--- src/rtl/tdm_demux_1_4_pkg.sv ---
// Shared TDM framing definitions, used by both the receive-side demux and the
// transmit-side mux sequencer.
package tdm_pkg;

  localparam int unsigned LANES  = 4;
  localparam int unsigned SLOT_W = 2;

  typedef enum logic {
    HUNT = 1'b0,
    RUN  = 1'b1
  } tdm_state_e;

  // Slot index that follows s within a frame, wrapping after the last lane.
  function automatic logic [SLOT_W-1:0] next_slot(input logic [SLOT_W-1:0] s);
    return (s == SLOT_W'(LANES - 1)) ? '0 : s + SLOT_W'(1);
  endfunction

endpackage

--- src/rtl/tdm_demux_1_4_if.sv ---
// TDM beat stream into the demux plus the rebuilt-frame and framing status
// signals coming back out of it.
interface tdm_demux_1_4_if
  import tdm_pkg::*;
#(
  parameter int unsigned W = 1
);

  logic [W-1:0]       din;
  logic               din_valid;
  logic               frame_start;
  logic [LANES*W-1:0] lanes;
  logic               lanes_valid;
  logic [SLOT_W-1:0]  slot;
  logic               locked;
  logic               sync_err;

  // Stream source and frame consumer side.
  modport master (
    output din, din_valid, frame_start,
    input  lanes, lanes_valid, slot, locked, sync_err
  );

  // Demux side.
  modport slave (
    input  din, din_valid, frame_start,
    output lanes, lanes_valid, slot, locked, sync_err
  );

endinterface

--- src/rtl/tdm_demux_1_4.sv ---
// 1:4 TDM demultiplexer: aligns on the frame marker, collects slots 0..2 in a
// shadow register and publishes the whole frame when the slot-3 beat arrives.
module tdm_demux_1_4
  import tdm_pkg::*;
#(
  parameter int unsigned W = 1
) (
  input logic              clk,
  input logic              rst,
  tdm_demux_1_4_if.slave   bus
);

  tdm_state_e               state;
  logic [SLOT_W-1:0]        slot_q;
  logic [LANES-2:0][W-1:0]  shadow;
  logic [LANES*W-1:0]       lanes_q;
  logic                     lanes_valid_q;
  logic                     locked_q;
  logic                     sync_err_q;

  // Framing FSM, slot counter, shadow and output registers in one place so
  // every output is a flop updated on the same edge as the state.
  always_ff @(posedge clk) begin
    if (rst) begin
      state         <= HUNT;
      slot_q        <= '0;
      shadow        <= '0;
      lanes_q       <= '0;
      lanes_valid_q <= 1'b0;
      locked_q      <= 1'b0;
      sync_err_q    <= 1'b0;
    end else begin
      lanes_valid_q <= 1'b0;
      sync_err_q    <= 1'b0;
      if (bus.din_valid) begin
        unique case (state)
          HUNT: begin
            // Anything before the first marker is discarded.
            if (bus.frame_start) begin
              shadow[0] <= bus.din;
              slot_q    <= SLOT_W'(1);
              state     <= RUN;
              locked_q  <= 1'b1;
            end
          end
          RUN: begin
            if (bus.frame_start) begin
              // A marker anywhere but slot 0 abandons the partial frame; the
              // stale shadow entries are overwritten before lanes can see them.
              if (slot_q != '0) begin
                sync_err_q <= 1'b1;
              end
              shadow[0] <= bus.din;
              slot_q    <= SLOT_W'(1);
            end else if (slot_q == '0) begin
              sync_err_q <= 1'b1;
              state      <= HUNT;
              locked_q   <= 1'b0;
            end else if (slot_q == SLOT_W'(LANES - 1)) begin
              lanes_q       <= {bus.din, shadow};
              lanes_valid_q <= 1'b1;
              slot_q        <= next_slot(slot_q);
            end else begin
              shadow[slot_q] <= bus.din;
              slot_q         <= next_slot(slot_q);
            end
          end
          default: begin
            state    <= HUNT;
            locked_q <= 1'b0;
            slot_q   <= '0;
          end
        endcase
      end
    end
  end

  assign bus.lanes       = lanes_q;
  assign bus.lanes_valid = lanes_valid_q;
  assign bus.slot        = slot_q;
  assign bus.locked      = locked_q;
  assign bus.sync_err    = sync_err_q;

endmodule

--- src/flat_wrapper.sv ---
// flat-port wrapper written by rule: the top's interface ports become plain ports
module tdm_demux_1_4_flat import tdm_pkg::*;
#(
  parameter int unsigned W = 1
)
  (clk, rst, bus_din, bus_din_valid, bus_frame_start, bus_lanes, bus_lanes_valid, bus_slot, bus_locked, bus_sync_err);
  tdm_demux_1_4_if #(.W(W)) bus_i ();
  input logic clk;
  input logic rst;
  input wire logic [$bits(bus_i.din)-1:0] bus_din;
  input wire logic [$bits(bus_i.din_valid)-1:0] bus_din_valid;
  input wire logic [$bits(bus_i.frame_start)-1:0] bus_frame_start;
  output wire logic [$bits(bus_i.lanes)-1:0] bus_lanes;
  output wire logic [$bits(bus_i.lanes_valid)-1:0] bus_lanes_valid;
  output wire logic [$bits(bus_i.slot)-1:0] bus_slot;
  output wire logic [$bits(bus_i.locked)-1:0] bus_locked;
  output wire logic [$bits(bus_i.sync_err)-1:0] bus_sync_err;
  assign bus_i.din = bus_din;
  assign bus_i.din_valid = bus_din_valid;
  assign bus_i.frame_start = bus_frame_start;
  assign bus_lanes = bus_i.lanes;
  assign bus_lanes_valid = bus_i.lanes_valid;
  assign bus_slot = bus_i.slot;
  assign bus_locked = bus_i.locked;
  assign bus_sync_err = bus_i.sync_err;
  tdm_demux_1_4 #(.W(W)) u_core (.clk(clk), .rst(rst), .bus(bus_i));
endmodule
--- config.mk ---
export PLATFORM = sky130hd
export DESIGN_NAME = tdm_demux_1_4_flat
export DESIGN_NICKNAME = d
export VERILOG_FILES = /design/src/rtl/tdm_demux_1_4_pkg.sv /design/src/rtl/tdm_demux_1_4_if.sv /design/src/rtl/tdm_demux_1_4.sv /design/src/flat_wrapper.sv
export SDC_FILE = /design/constraint.sdc
export NUM_CORES = 1
export LEC_CHECK = 0
export BUFFER_PORTS_ARGS = -buffer_cell sky130_fd_sc_hd__buf_2
export CAP_MARGIN = 10
export CORE_UTILIZATION = 46
export DETAILED_ROUTE_END_ITERATION = 10
export PLACE_DENSITY = 0.72
export RECOVER_POWER = 50
export SLEW_MARGIN = 25
export SYNTH_ARGS = -nofsm -noshare
export SYNTH_HDL_FRONTEND = slang
export SYNTH_SLANG_ARGS = --single-unit
--- constraint.sdc ---
create_clock -name clk -period 1.4 [get_ports clk]
set_clock_uncertainty 0.1 [all_clocks]
set_input_delay 0.21 -clock clk [delete_from_list [all_inputs] [get_ports clk]]
set_output_delay 0.21 -clock clk [all_outputs]
set_load 0.05 [all_outputs]
==> results of run 1 <==
[path summary, 6_finish.rpt]
| kind | from | endpoint | slack [ns] | cells after the start |
|---|---|---|---|---|
| worst min register to register | u_core.shadow[2]$_SDFFE_PP0P_ | u_core.shadow[2]$_SDFFE_PP0P_ | 0.38 | 2 |
| worst min-delay path | bus_din | u_core.bus.lanes[3]$_SDFFE_PP0P_ | 0.09 | 3 |
| worst max register to register | u_core.bus.slot[1]$_SDFFE_PP0P_ | u_core.bus.slot[0]$_SDFFE_PP0P_ | -0.02 | 6 |
| worst max-delay path | u_core.bus.slot[1]$_SDFFE_PP0P_ | u_core.bus.slot[0]$_SDFFE_PP0P_ | -0.02 | 6 |
[what timing repair did]
item / 4_1_cts / 5_1_grt
pin swaps: 1 / 3
setup buffers: 1 / 0
setup endpoints to repair: 3 / 9
resized for setup: 1 / 4
[area by class of cell]
class | count | area (sq um)
inverters | 7 | 31.3
repair buffers | 20 | 118
flip-flops and latches | 13 | 268
well taps | 15 | 18.8
multi-input cells | 48 | 429
clock buffers | 4 | 26.3
fillers | 106 | 443
[cells in the mapped netlist (all sizes together)]
library cell	count
nand2	4
buf	3
nor2	5
and2	1
a211o	1
clkbuf	1
o21ai	5
a311oi	1
a221oi	1
o211ai	1
nand3b	1
nor4bb	2
nor3	2
a211oi	1
mux2i	5
inv	7
or3	2
nand4	1
nand4b	1
a21o	1
dfxtp	13
nand2b	1
ha	6
a21oi	5
nor2b	1
[metal layers]
metal  vias to the layer above  wire length [um]  track usage (%)
met5                         -                 0                0
met3                         4                69             10.0
li1                        290                 -                -
met4                         0                14             5.00
met1                       271               614             21.6
met2                        13               615             31.0
[logic make-up (layout without fill, tap and decap cells)]
family	count (synthesis)	in the layout	share of synthesized area (%)
adder cells (fa/ha/maj)	6	6	11.0
flip-flops	13	13	38.3
AND/OR/NAND/NOR	21	21	20.4
AO/OA/AOI/OAI	16	16	14.5
multiplexers	5	5	7.37
buffers and inverters	11	31	8.29
[registers in the layout, summed over array words and instances (netlist names)]
register,cells
u_core.bus.lanes,4
u_core.shadow,3
u_core.bus.slot,2
u_core.bus.lanes_valid,1
u_core.bus.locked,1
u_core.bus.sync_err,1
u_core.state,1
[power by group through the flow]
stage,clock [mW],sequential (mW),combinational (mW)
2_1_floorplan,0,0.413,0.0833
3_3_place_gp,0,0.396,0.136
3_5_place_dp,0,0.397,0.137
4_1_cts,0.236,0.388,0.142
5_1_grt,0.253,0.390,0.167
6_report,0.227,0.388,0.153
[per-stage QoR]
step           setup slack, ns  util [%]
3_5_place_dp           -0.0322      62.0
6_report               -0.0197      66.8
5_1_grt                 -0.120      66.8
2_1_floorplan          -0.0707         -
3_3_place_gp          -0.00795      62.0
4_1_cts                -0.0214      64.5
[worst max-delay path, cell delays in order (launching register included)]
cell and delay, ns:
dfxtp_4 0.36, inv_4 0.04, ha_4 0.16, ha_4 0.18
nor4bb_1 0.27, a21o_1 0.12, a221oi_1 0.06
==> results.json, run 1 <==
{
  "arrival_ns": 1.47,
  "pwr-share-comb_pct": 19.9,
  "grt_pass1_vias": 464,
  "synth_warnings": 0,
  "drive_above_1_share_pct": 37.0,
  "place_hpwl_um": 927,
  "finalSetupViolations": 2,
  "maxCapViolCount": 0,
  "fin_tns_setup_ns": -0.0310,
  "p_sw_mw": 0.212,
  "end_kind": "flip-flop",
  "fin_area_sq_um": 891,
  "holdBufCountCts": 0,
  "nNetsFinal": 104,
  "numPortBuffers": 13,
  "synth_area_leaders": "dfxtp_1 (38%), ha_1 (11%), mux2i_1 (7.4%), inv_1 (3.9%), a21oi_1 (3.7%)",
  "peakVddDrop_mv": 0.496,
  "cts_tree": "yes",
  "grt_use_total_pct": 19.1,
  "antenna_found_initial": 0,
  "layout.cells.most_common_list": "dfxtp_1 (11), buf_2 (9), buf_4 (7)",
  "diodes": 0,
  "path_max_fanout": 6,
  "routabilityCongestion": 0.747,
  "drt_drc_violations_left": 0,
  "grt_pass1_wl_mm": 1.97,
  "pwr-share-clk_pct": 29.5,
  "min_path_type": "in2reg",
  "netlist_area_sq_um": 679,
  "synth_cells": 72,
  "stdcell_count": 107,
  "seqPwrFrac_pct": 50.5,
  "synth-seq-cells": 13,
  "crit_required_ns": 1.45,
  "final_common_cell": "dfxtp_1",
  "wire_per_inst_um": 12.3,
  "vias_per_cell": 5.40,
  "routed_wl_mm": 1.31,
  "cts_sinks": 13,
  "violations": "negative setup slack",
  "cts.htree.levels": 1,
  "synth_cell_types": 26,
  "synth_nets": 83,
  "power_density_mw_per_mm2": 862,
  "timing.final.crit_share_pct": 101,
  "grt_max_degree": 15,
  "rsz0062_at_grt": "true",
  "fmax_mhz": 704,
  "syn_avg_cell_area_sq_um": 9.44,
  "total_power_mw": 0.768,
  "holdWs_ns": 0.0919,
  "dp_cells": 102,
  "num_rows": 13,
  "final_hold_viol_count": 0,
  "intPower_mw": 0.556,
  "cts_buffers": 3,
  "dr.pass1.iters": 4,
  "layout_setup_ws_ns": -0.0197,
  "startpoint_type": "flip-flop",
  "start_util_pct": 50.9,
  "relSlewSlack_pct": 76.0,
  "period_minus_slack_ns": 1.42,
  "ant_nets": 0,
  "coreArea_sq_mm": 0.00133,
  "synth_seq_area_share_pct": 38.3,
  "clk_path_buf_depth": 2,
  "die_area_sq_mm": 0.00163,
  "switching_share_pct": 27.6,
  "drt_iter0_drc": 5,
  "clkLatencyLatePin_ns": 0.27,
  "placed_cell_area_sq_um": 827,
  "yosysTopAreaCell": "dfxtp_1",
  "die_w_um": 40.4,
  "leakage_nw": 0.427,
  "path_class": "reg2reg",
  "area_growth_pct": 31.1,
  "cts_root_buf": "clkbuf_4",
  "status": "complete, but fails checks",
  "final-max-slew-violation-count": 0,
  "num_vias": 578,
  "tightestPinTransition_ns": 0.359,
  "io_pins": 14,
  "synth_top_area_share_pct": 38.3,
  "dieHeight_um": 40.4,
  "grt-ovfl-total": 0,
  "path_clk_slew_ns": 0.07
}
No activity file was read; power rests on OpenSTA's default activity.
==> inputs of run 2 (changes only) <==
Settings changed: SKIP_CTS_REPAIR_TIMING set to 1.
==> run 2 against run 1 <==
Effect of this change: the run still ends with negative setup slack left; wire length up 1.1%; setup slack worse by 0.012 ns; hold slack improved by 0.0051 ns; first-iteration DRC count up 60%; die area unchanged; combinational power is essentially flat; via count rose by 0.87%; highest routed layer unchanged; fmax decreased by 0.83%; clock power hardly changed; largest power group unchanged; non-clock buffer count is 1 lower; largest cell class unchanged; critical path depth unchanged.
==> results.json, run 2 (synthesis gave the netlist of run 1 again) <==
{
  "power_density_mw_per_mm2": 865,
  "wire_per_inst_um": 12.5,
  "critical_path.cell_chain": "inv_4, ha_4, ha_4, nor4bb_1, a21o_1, a221oi_1",
  "arrival_ns": 1.48,
  "grt_pass1_wl_mm": 1.97,
  "dieHeight_um": 40.4,
  "cp_num_buf_inv": 1,
  "cts.htree.levels": 1,
  "maxCapViolCount": 0,
  "grt-ovfl-total": 0,
  "r2r_end": "u_core.bus.slot[0]$_SDFFE_PP0P_",
  "slowest_stage": "dfxtp_4",
  "place_hpwl_um": 927,
  "end_kind": "flip-flop",
  "drt_iter0_drc": 8,
  "grt_pass1_vias": 462,
  "cts_buffers": 3,
  "cp-endpoint": "u_core.bus.slot[0]$_SDFFE_PP0P_",
  "r2r_start": "u_core.bus.slot[1]$_SDFFE_PP0P_",
  "num_vias": 583,
  "placed_cell_area_sq_um": 827,
  "drt_drc_violations_left": 0,
  "dr.pass1.iters": 4,
  "num_rows": 13,
  "nNetsFinal": 103,
  "multi_input_area_sq_um": 429,
  "die_w_um": 40.4,
  "path_class": "reg2reg",
  "final_hold_viol_count": 0,
  "path_max_fanout": 6,
  "grt_max_degree": 15,
  "area_growth_pct": 30.0,
  "largest_reg_flops": 4,
  "period_minus_slack_ns": 1.43,
  "cpMostUsedCell": "ha_4",
  "cts_sinks": 13,
  "ant_nets": 0,
  "stdcell_count": 106,
  "holdWs_ns": 0.0969,
  "final_common_cell": "buf_2",
  "coreArea_sq_mm": 0.00133,
  "die_area_sq_mm": 0.00163,
  "drive_above_1_share_pct": 36.3,
  "reg2reg_slack_ns": -0.03,
  "io_pins": 14,
  "n_fill_cell": 105,
  "cp_num_cells": 6,
  "antenna_found_initial": 0,
  "seq_area_sq_um": 268,
  "path_clk_slew_ns": 0.07,
  "violations": "negative setup slack",
  "routabilityCongestion": 0.747,
  "fmax_mhz": 699,
  "min_path_type": "in2reg",
  "clk_path_buf_depth": 2,
  "leakage_nw": 0.427,
  "relSlewSlack_pct": 76.2,
  "clkLatencyLatePin_ns": 0.27,
  "final-max-slew-violation-count": 0,
  "start_util_pct": 50.9,
  "grt_use_total_pct": 19.0,
  "cp_slowest_stage_delay_ns": 0.36,
  "min_path_cells": 3,
  "crit_required_ns": 1.44,
  "tightestPinTransition_ns": 0.357,
  "dp_cells": 102,
  "numPortBuffers": 13,
  "routed_wl_mm": 1.33,
  "diodes": 0,
  "fin_area_sq_um": 883,
  "timing.final.crit_share_pct": 102,
  "r2r_cells": 6,
  "startpoint_type": "flip-flop",
  "cts_tree": "yes",
  "vias_per_cell": 5.50,
  "status": "complete, but fails checks",
  "layout_setup_ws_ns": -0.0315,
  "layout.cells.most_common_list": "buf_2 (13), dfxtp_1 (11), buf_4 (6)",
  "rsz0062_at_grt": "true",
  "cts_root_buf": "clkbuf_4",
  "critPathLaunch": "u_core.bus.slot[1]$_SDFFE_PP0P_",
  "cpLargestDelayFamily": "flip-flops",
  "peakVddDrop_mv": 0.494,
  "finalSetupViolations": 2
}
==> run 2: changes by cell type in the layout (fill, tap and decap cells not counted) <==
| cell | before | now |
|---|---|---|
| buf_2 | 9 | 13 |
| buf_4 | 7 | 6 |
| clkbuf_2 | 4 | 0 |
==> run 2: stage by stage <==
stage | utilization, % | setup WS, ns | power (mW) | setup TNS [ns]
finish | 66.2 | -0.0315 | 0.764 | -0.0496
global route | 66.2 | -0.126 | 0.806 | -0.506
CTS | 64.0 | -0.0440 | 0.763 | -0.0735
detailed placement | 62.0 | -0.0322 | 0.534 | -0.0416
global placement | 62.0 | -0.00795 | 0.532 | -0.00795
floorplan | - | -0.0707 | 0.496 | -0.460
==> run 2: worst min path at each step <==
stage,end,from,slack (ns)
after floorplan,u_core.bus.slot[0]$_SDFFE_PP0P_,rst,0.18
final,u_core.bus.lanes[3]$_SDFFE_PP0P_,bus_din,0.1
after global placement,u_core.bus.lanes[3]$_SDFFE_PP0P_,bus_din,0.36
after CTS,u_core.bus.lanes[3]$_SDFFE_PP0P_,bus_din,0.09
after global routing,u_core.bus.lanes[3]$_SDFFE_PP0P_,bus_din,0.09
after detailed placement,u_core.shadow[2]$_SDFFE_PP0P_,u_core.shadow[2]$_SDFFE_PP0P_,0.37
==> run 2: area by class of cell <==
class,count,area share (%)
clock buffer,4,2.97
inverter,7,3.54
tap,15,2.12
multi-input combinational,48,48.6
timing repair buffer,19,12.5
sequential,13,30.3
==> run 2: per-layer routing <==
metal,share of wire (%),vias to the layer above,global-route usage (%)
li1,-,293,-
met1,47,273,22.0
met2,48,13,30.2
met3,4.7,4,10.0
met4,1.1,0,5.00
met5,0,-,0
==> run 2: power breakdown <==
group | leakage (nW) | switching (mW) | total [mW] | internal [mW]
Sequential | 0.107 | 0.0111 | 0.388 | 0.377
Combinational | 0.305 | 0.0846 | 0.150 | 0.0654
Clock | 0.0150 | 0.115 | 0.226 | 0.111
Total | 0.427 | 0.211 | 0.764 | 0.553
==> run 2: tightest hold or removal path, cell delays in order <==
cell and delay (ns):
buf_2 0.09, mux2i_1 0.06, nor2_1 0.08
==> inputs of run 3 (changes only) <==
Settings changed: SETUP_SLACK_MARGIN set to 0.4.
==> run 3 against run 2 <==
Effect of this change: utilization is 8.7 points higher; total power is 6.0% higher; design area is 13% higher; sequential share of layout area is 2.3 points lower; clock power is 4% higher; the run still ends with negative setup slack left; setup slack worse by 0.018 ns; first-iteration DRC count stayed put; register-to-register slack worse by 0.02 ns; critical endpoint is now u_core.shadow[1]$_SDFFE_PP0P_; global-route usage is 1.8 points higher; critical path depth is 1 lower.
==> results.json, run 3 (synthesis gave the netlist of run 1 again) <==
{
  "num_vias": 608,
  "antenna_found_initial": 0,
  "n_fill_cell": 96,
  "timing.final.crit_share_pct": 104,
  "grt_use_total_pct": 20.7,
  "fmax_mhz": 690,
  "tightestPinTransition_ns": 0.281,
  "layout_setup_ws_ns": -0.0496,
  "grt-ovfl-total": 0,
  "area_growth_pct": 47.1,
  "vias_per_cell": 5.38,
  "relSlewSlack_pct": 81.3,
  "path_class": "reg2reg",
  "place_hpwl_um": 997,
  "total_power_mw": 0.809,
  "placed_cell_area_sq_um": 827,
  "largest_reg_flops": 4,
  "die_w_um": 40.4,
  "nNetsFinal": 110,
  "fin_tns_setup_ns": -0.202,
  "cts_root_buf": "clkbuf_4",
  "rsz0062_at_grt": "true",
  "grt_max_degree": 15,
  "end_kind": "flip-flop",
  "ant_nets": 0,
  "coreArea_sq_mm": 0.00133,
  "dieHeight_um": 40.4,
  "clk_path_buf_depth": 2,
  "dp_worst_setup_slack_ns": -0.0440,
  "startpoint_type": "flip-flop",
  "status": "complete, but fails checks",
  "layout.cells.most_common_list": "buf_4 (12), dfxtp_2 (7), clkbuf_2 (6), a21oi_1 (5), mux2i_1 (5)",
  "final_common_cell": "buf_4",
  "dr.pass1.iters": 4,
  "grt_pass1_wl_mm": 2.12,
  "path_max_fanout": 4,
  "fin_area_sq_um": 1000,
  "maxCapViolCount": 0,
  "final_hold_viol_count": 0,
  "cts_tree": "yes",
  "min_path_type": "in2reg",
  "start_util_pct": 50.9,
  "clkLatencyLatePin_ns": 0.28,
  "wire_per_inst_um": 13.8,
  "cts.htree.levels": 1,
  "routabilityCongestion": 0.745,
  "peakVddDrop_mv": 0.555,
  "violations": "negative setup slack",
  "diodes": 0,
  "cts_buffers": 3,
  "multi_input_area_sq_um": 447,
  "arrival_ns": 1.56,
  "num_rows": 13,
  "grt_pass1_vias": 475,
  "final-max-slew-violation-count": 0,
  "power_density_mw_per_mm2": 810,
  "crit_required_ns": 1.51,
  "drt_drc_violations_left": 0,
  "io_pins": 14,
  "leakage_nw": 0.457,
  "seq_area_sq_um": 280,
  "die_area_sq_mm": 0.00163,
  "drt_iter0_drc": 8,
  "drive_above_1_share_pct": 54.1,
  "cts_sinks": 13,
  "finalSetupViolations": 5,
  "path_clk_slew_ns": 0.08,
  "period_minus_slack_ns": 1.45,
  "numPortBuffers": 13,
  "routed_wl_mm": 1.56
}
==> run 3: power breakdown <==
part	switching, mW	total (mW)	internal [mW]	leakage [nW]
clock	0.126	0.236	0.111	0.0150
sequential	0.0131	0.390	0.377	0.111
combinational	0.0937	0.183	0.0894	0.331
total	0.232	0.809	0.577	0.457
==> run 3: worst max-delay path, stage by stage (launching register included) <==
cell and delay (ns):
dfxtp_4 0.38, inv_4 0.04, ha_4 0.27, nand4b_4 0.11, or3_1 0.34, a21oi_1 0.15
==> run 3: final cells by class <==
| class | count | area share [%] |
|---|---|---|
| Tap cell | 15 | 1.88 |
| Clock buffer | 4 | 2.63 |
| Inverter | 7 | 3.13 |
| Multi-Input combinational cell | 48 | 44.7 |
| Sequential cell | 13 | 28.0 |
| Timing Repair Buffer | 26 | 19.6 |
==> run 3: path summary, 6_finish.rpt <==
path / start / end / slack (ns) / depth (start not counted)
max: u_core.bus.slot[0]$_SDFFE_PP0P_ / u_core.shadow[1]$_SDFFE_PP0P_ / -0.05 / 5
min reg2reg: u_core.bus.locked$_SDFFE_PP0P_ / u_core.bus.locked$_SDFFE_PP0P_ / 0.38 / 2
max reg2reg: u_core.bus.slot[0]$_SDFFE_PP0P_ / u_core.shadow[1]$_SDFFE_PP0P_ / -0.05 / 5
min: bus_din / u_core.bus.lanes[3]$_SDFFE_PP0P_ / 0.1 / 3
==> run 3: stage by stage <==
stage / utilization [%] / instances / hold WS [ns]
CTS: 64.0 / 106 / 0.101
global placement: 62.0 / 102 / 0.360
floorplan: - / 72 / 0.179
finish: 75.0 / 113 / 0.0990
detailed placement: 62.0 / 102 / 0.370
global route: 75.0 / 113 / 0.111
==> run 3: per-layer routing <==
layer	vias up	share of wire [%]	GRT usage, %	routed length (um)
met5	-	0	0	0
met1	284	40	22.9	629
li1	308	-	-	-
met4	0	1.1	7.50	17
met3	2	4.1	10.0	64
met2	14	54	34.1	848
